### src/rtl/reg_fifo_if.sv
// Producer/consumer bundle for reg_fifo.
// Write side enqueues words, read side sees the head word.
interface reg_fifo_if #(
    parameter int DATA_WIDTH = 16,
    parameter int PTR_WIDTH  = 3
);
    logic [DATA_WIDTH-1:0] writeData;
    logic                  writeEn;
    logic                  readEn;
    logic [DATA_WIDTH-1:0] readData;
    logic                  full;
    logic                  empty;
    logic [PTR_WIDTH:0]    count;
    logic                  err;

    modport master (
        output writeData, writeEn, readEn,
        input  readData, full, empty, count, err
    );

    modport slave (
        input  writeData, writeEn, readEn,
        output readData, full, empty, count, err
    );
endinterface

### src/rtl/reg_fifo.sv
// Synchronous first-word-fall-through FIFO on enabled registers.
// Flags come straight from the registered occupancy count.
module reg_fifo #(
    parameter int DATA_WIDTH = 16,
    parameter int DEPTH      = 8,
    parameter int PTR_WIDTH  = 3
) (
    input logic         clk,
    input logic         rst,
    reg_fifo_if.slave   bus
);
    logic [DATA_WIDTH-1:0] mem [DEPTH];
    logic [PTR_WIDTH-1:0]  wrPtr;
    logic [PTR_WIDTH-1:0]  rdPtr;
    logic [PTR_WIDTH:0]    cnt;
    logic                  errQ;
    logic                  isFull;
    logic                  isEmpty;
    logic                  pushOk;
    logic                  popOk;
    logic                  errNext;

    // Accept/reject decisions from the state seen at this edge
    always_comb begin
        isFull  = (cnt == (PTR_WIDTH+1)'(DEPTH));
        isEmpty = (cnt == '0);
        pushOk  = bus.writeEn & (~isFull | bus.readEn);
        popOk   = bus.readEn & ~isEmpty;
        errNext = (bus.writeEn & isFull & ~bus.readEn)
                | (bus.readEn & isEmpty);
    end

    // Storage: never cleared, written only on an accepted push
    always_ff @(posedge clk) begin
        if (!rst && pushOk) begin
            mem[wrPtr] <= bus.writeData;
        end
    end

    // Pointers, occupancy and the one-cycle error pulse
    always_ff @(posedge clk) begin
        if (rst) begin
            wrPtr <= '0;
            rdPtr <= '0;
            cnt   <= '0;
            errQ  <= 1'b0;
        end else begin
            errQ <= errNext;
            if (pushOk) begin
                wrPtr <= wrPtr + PTR_WIDTH'(1);
            end
            if (popOk) begin
                rdPtr <= rdPtr + PTR_WIDTH'(1);
            end
            unique case ({pushOk, popOk})
                2'b10:   cnt <= cnt + (PTR_WIDTH+1)'(1);
                2'b01:   cnt <= cnt - (PTR_WIDTH+1)'(1);
                default: cnt <= cnt;
            endcase
        end
    end

    // Head word falls through; forced to zero when nothing is queued
    always_comb begin
        bus.readData = isEmpty ? '0 : mem[rdPtr];
        bus.full     = isFull;
        bus.empty    = isEmpty;
        bus.count    = cnt;
        bus.err      = errQ;
    end
endmodule

### src/flat_wrapper.sv
// flat-port wrapper written by rule: the top's interface ports become plain ports
module reg_fifo_flat 
#(
    parameter int DATA_WIDTH = 16,
    parameter int DEPTH      = 8,
    parameter int PTR_WIDTH  = 3
)
  (clk, rst, bus_writeData, bus_writeEn, bus_readEn, bus_readData, bus_full, bus_empty, bus_count, bus_err);
  reg_fifo_if #(.DATA_WIDTH(DATA_WIDTH), .PTR_WIDTH(PTR_WIDTH)) bus_i ();
  input logic clk;
  input logic rst;
  input wire logic [$bits(bus_i.writeData)-1:0] bus_writeData;
  input wire logic [$bits(bus_i.writeEn)-1:0] bus_writeEn;
  input wire logic [$bits(bus_i.readEn)-1:0] bus_readEn;
  output wire logic [$bits(bus_i.readData)-1:0] bus_readData;
  output wire logic [$bits(bus_i.full)-1:0] bus_full;
  output wire logic [$bits(bus_i.empty)-1:0] bus_empty;
  output wire logic [$bits(bus_i.count)-1:0] bus_count;
  output wire logic [$bits(bus_i.err)-1:0] bus_err;
  assign bus_i.writeData = bus_writeData;
  assign bus_i.writeEn = bus_writeEn;
  assign bus_i.readEn = bus_readEn;
  assign bus_readData = bus_i.readData;
  assign bus_full = bus_i.full;
  assign bus_empty = bus_i.empty;
  assign bus_count = bus_i.count;
  assign bus_err = bus_i.err;
  reg_fifo #(.DATA_WIDTH(DATA_WIDTH), .DEPTH(DEPTH), .PTR_WIDTH(PTR_WIDTH)) u_core (.clk(clk), .rst(rst), .bus(bus_i));
endmodule
### config.mk
export PLATFORM = sky130hd
export DESIGN_NAME = reg_fifo_flat
export DESIGN_NICKNAME = d
export VERILOG_FILES = /design/src/rtl/reg_fifo_if.sv /design/src/rtl/reg_fifo.sv /design/src/flat_wrapper.sv
export SDC_FILE = /design/constraint.sdc
export NUM_CORES = 1
export LEC_CHECK = 0
export BUFFER_PORTS_ARGS = -buffer_cell sky130_fd_sc_hd__buf_2
export CAP_MARGIN = 20
export CORE_AREA = 4 4 108 110
export DETAILED_ROUTE_END_ITERATION = 6
export DIE_AREA = 0 0 112 114
export GPL_TIMING_DRIVEN = 0
export PLACE_DENSITY = 0.73
export SETUP_SLACK_MARGIN = 0.1
export SYNTH_ARGS = -nofsm -noshare
export SYNTH_HDL_FRONTEND = slang
export SYNTH_SLANG_ARGS = --single-unit
### constraint.sdc
create_clock -name clk -period 3.3 [get_ports clk]
set_input_delay 0.66 -clock clk [delete_from_list [all_inputs] [get_ports clk]]
set_output_delay 0.66 -clock clk [all_outputs]
set_load 0.01 [all_outputs]
[Yosys cells after proc, flatten, opt, wreduce, memory -nomap -nowiden]
Memory sizes are Yosys's and may differ from the RTL's. A register that Yosys moved wholly into a read port is not among the register bits.
Cells that the tools add are included.
Word-level totals
  word-level logic and storage cells: 32
  flip-flop bits (word level): 11
  memories: 1
  memory bits (writable): 128
  input bits: 20
Cells by class
  reduce and logical (&&, ||, !) cells: 4
  multiplexer cells: 6
  equal/unequal tests: 3
  add/subtract/negate cells: 4
  bitwise gates (word level): 10
Memories
  u_core.mem: depth 8, width 16, read ports 1, clocked after Yosys merged registers in 1, write ports 1, RTL line reg_fifo.sv:12  | logic [DATA_WIDTH-1:0] mem [DEPTH];
Operators by type and width (count)
  two-way mux 16 bit: 1
  case mux 4 bit (2 select lines): 1
  adder 3 x 1 -> 3 bit (second input constant): 2
  two-way mux 3 bit: 2
  AND 1 bit: 5
  adder 4 x 1 -> 4 bit (second input constant): 1
  == test 4 bit (second input constant): 1
  logical NOT 4 bit: 1
  subtractor 4 x 1 -> 4 bit (second input constant): 1
  inverter 1 bit: 3
  == test 2 x 1 -> 1 bit (second input constant): 1
  == test 2 bit (second input constant): 1
  two-way mux 1 bit: 2
  OR 1 bit: 2
  nonzero test 2 bit: 1
  logical AND 1 bit: 1
  logical NOT 1 bit: 1

[Logic depth before layout (Yosys ltp)]
  word-level depth: 7
  depth in mapped cells: 9
  gate-level depth less buffers: 8

[Least setup slack after synthesis]
No wires, ideal clock.
  path type: input -> register
  start point: input bus_readEn
  end point: memory u_core.mem[0][0] (enable)
  setup slack: 0.167 ns
  data required time: 2.864 ns
  stages on the path: 3
  path buffers: 1
  data arrival time: 2.697 ns
  cells stage by stage: clkbuf_2 > o21ai_4 > nor4b_1
Between the ends
  longest elaborated chain between the ends: 5
Ends and longest elaborated chain
  start, declared: RTL line flat_wrapper.sv:14  | input wire logic [$bits(bus_i.readEn)-1:0] bus_readEn;
  OR 1 bit: RTL line reg_fifo.sv:27  | pushOk = bus.writeEn & (~isFull | bus.readEn);
  AND 1 bit: RTL line reg_fifo.sv:27
  logical AND 1 bit: RTL line reg_fifo.sv:35  | if (!rst && pushOk) begin
  two-way mux 1 bit: RTL line reg_fifo.sv:35
  two-way mux 1 bit (implied by the code): RTL line reg_fifo.sv:36  | mem[wrPtr] <= bus.writeData;
  end, declared: RTL line reg_fifo.sv:12
No other way between the ends.

==> results.json <==
{
  "synth_ff_type": "edfxtp_1",
  "switching_share_pct": 27.4,
  "cts_tree": "built",
  "die-area_um2": 12800,
  "fp.coreArea_um2": 10700,
  "async_flop_share_pct": 0,
  "clockRootBuffer": "clkbuf_8",
  "irDropWorstVdd_mv": 0.419,
  "die_x_um": 112,
  "fin_cells": 510,
  "yosys.area_share.simple_pct": 5.19,
  "dr.pass1.iters": 4,
  "synth_fa_ha_area_share_pct": 0.895,
  "avgSynthCellArea_um2": 19.6,
  "netlist_instances": 285,
  "max_freq_ghz": 0.330,
  "finalMaxSlewViolations": 0,
  "syn_nets": 309,
  "drive_above_1_share_pct": 36.8,
  "track_usage_pct": 17.8,
  "routed_via_density": 5.52,
  "fin_crit_sh_pct": 91.8,
  "vias": 2817,
  "synth_cell_type_count": 36,
  "io_pins": 43,
  "p_leak_nw": 2.27,
  "path_clk_slew_ps": 60,
  "hp-class": "input pin to flop",
  "fin_ws_ps": 270,
  "critPathRequiredTime_ps": 2640,
  "synth_top_cells_by_area": "edfxtp_1 69%, mux4_2 13%, dfxtp_1 5.0%",
  "power_density_nw_per_um2": 779,
  "antenna_found_initial": 0,
  "grt_start_max_net_pins": 17,
  "p_int_mw": 3.80,
  "tightest_slew_ps": 980,
  "drt-total-wl_um": 10500,
  "critical_path_class": "flop to output pin",
  "overflow": 0,
  "wl_per_cell_um": 20.6,
  "synthesis.area_um2": 5590,
  "ys_ff_latch": 142,
  "cts_buffer_depth": 2,
  "ant_nets": 0,
  "place_hpwl_um": 6800,
  "period_needed_ps": 3030,
  "endpoint_kind": "output pin",
  "setup_violations": 0,
  "preCtsSetupSlack_ps": 506,
  "clkLatencyLatePin_ps": 520,
  "grt_setup_unrepaired": "no",
  "nNetsFinal": 382,
  "grt_first_pass_wirelength_um": 16500,
  "h-tree-depth": 4,
  "gp_congestion": 0.739,
  "numCtsBuffers": 17,
  "dp_cells": 475,
  "hold_viol": 0,
  "pwr-share-comb_pct": 24.5,
  "die-height_um": 114,
  "drtIter0Drc": 157,
  "clock_power_share_pct": 35.7,
  "io_buffers": 40,
  "max-cap-violations": 0,
  "tns_ps": 0,
  "path_max_fanout": 10,
  "synth_top_family_by_area": "multiplexers",
  "ctsHoldBuffers": 0,
  "yosysSeqAreaShare_pct": 73.8,
  "outcome": "finished, final reports clean",
  "synth_warnings": 0,
  "synth_compound_area_share_pct": 1.36,
  "syn_to_final_growth_pct": 20.3,
  "yosysTopAreaCell": "edfxtp_1",
  "crit_path_start_kind": "flop",
  "p_sw_mw": 1.44,
  "start_util_pct": 52.3,
  "drcViolationCount": 0,
  "insertedDiodeCount": 0,
  "muxShareOfSynthArea_pct": 16.5,
  "pwr-share-seq_pct": 39.8,
  "rows": 38,
  "maxSlewHeadroom_pct": 34.3,
  "cts.sinks": 142,
  "grt_pass1_vias": 2917,
  "synth_top_area_share_pct": 68.7,
  "arrival_ps": 2370,
  "final.setup_skew_ps": 9.94,
  "synthXorXnorAreaFrac_pct": 0.940,
  "synth_edf_count": 128
}
-- cells in the final DEF, fill, tap and decap left out, types with 5 or more instances in the layout --
| cell type | n |
|---|---|
| xor2_1 | 5 |
| dfxtp_1 | 14 |
| clkbuf_1 | 7 |
| edfxtp_1 | 128 |
| buf_4 | 7 |
| clkbuf_16 | 16 |
| mux2i_1 | 19 |
| mux4_2 | 32 |
| nor2_1 | 28 |
| buf_2 | 45 |
| buf_6 | 5 |
-- area by class of cell --
cell class	instances	area (um^2)
well taps	140	175
flip-flops and latches	142	4120
repair buffers	54	343
plain buffers	15	72.6
inverters	1	3.75
multi-input cells	127	1430
clock buffers	18	418
fillers	762	3970
clock inverters	13	164
-- Yosys cell counts (2+ instances only) --
master	instances
a21oi_1	2
mux2i_1	19
dfxtp_1	14
ha_1	4
mux4_2	32
clkbuf_2	2
nor3_1	5
clkbuf_1	6
or4_1	2
nor2_1	31
nand2b_1	2
o211ai_1	2
edfxtp_1	128
nand2_1	3
nor2b_1	2
xor2_1	5
nand3b_1	3
buf_2	5
-- critical path: stages, from the launching register on --
cell,delay [ps]
dfxtp_1,420
clkbuf_1,600
mux4_2,420
mux2i_1,170
nor2_1,70
buf_2,170
-- registers in the layout, indices dropped and copies added (netlist names), named ones only --
name	cells
u_core.bus.count	4
u_core.bus.err	1
u_core.mem	128
u_core.rdPtr	3
u_core.wrPtr	3
-- what timing repair did --
| item | 4_1_cts | 5_1_grt |
|---|---|---|
| gates resized for setup | 0 | 0 |
| endpoints found under the setup margin | 0 | 11 |
| setup buffers | 0 | 4 |
-- worst paths after layout --
| check | depth (start not counted) | slack [ps] | start | to |
|---|---|---|---|---|
| setup / recovery | 5 | 270 | flop | bus_readData[13] |
| setup reg to reg | 9 | 530 | u_core.bus.count[2]$_SDFFE_PP0P_ | u_core.bus.count[2]$_SDFFE_PP0P_ |
| hold reg to reg | 2 | 540 | u_core.rdPtr[2]$_SDFFE_PP0N_ | u_core.rdPtr[2]$_SDFFE_PP0N_ |
| hold / removal | 1 | 400 | bus_writeData[5] | u_core.mem[4][5]$_DFFE_PP_ |
-- logic make-up after synthesis --
kind of cell             Yosys count
multiplexers                      52
adder cells (fa/ha/maj)            4
AO/OA/AOI/OAI                     10
flip-flops                       142
XOR/XNOR                           6
AND/OR/NAND/NOR                   55
buffers and inverters             16
-- metrics by stage --
stage / power [mW] / hold WS [ps] / instance area, um^2 / util [%]
6_report: 5.24 / 399 / 6730 / 62.9
3_3_place_gp: 3.33 / 508 / 5970 / 55.8
4_1_cts: 5.23 / 378 / 6700 / 62.6
3_5_place_dp: 3.36 / 516 / 6110 / 57.2
5_1_grt: 5.49 / 388 / 6730 / 62.9
2_1_floorplan: 2.95 / 485 / 5590 / -
-- power groups by stage --
| stage | Combinational (mW) | Sequential (mW) | Clock (mW) |
|---|---|---|---|
| 6_report | 1.28 | 2.09 | 1.87 |
| 5_1_grt | 1.41 | 2.09 | 1.98 |
| 4_1_cts | 1.25 | 2.09 | 1.89 |
| 3_5_place_dp | 1.24 | 2.12 | 0 |
| 3_3_place_gp | 1.21 | 2.12 | 0 |
| 2_1_floorplan | 0.830 | 2.12 | 0 |
-- routing by layer --
metal | GRT usage, % | up-vias | routed length (um)
li1 | - | 1291 | -
met1 | 22.7 | 1442 | 4400
met2 | 29.7 | 74 | 5540
met3 | 4.77 | 10 | 454
met4 | 6.41 | 0 | 113
met5 | 0 | - | 0
Note: power is estimated with default switching activity, not from simulation.
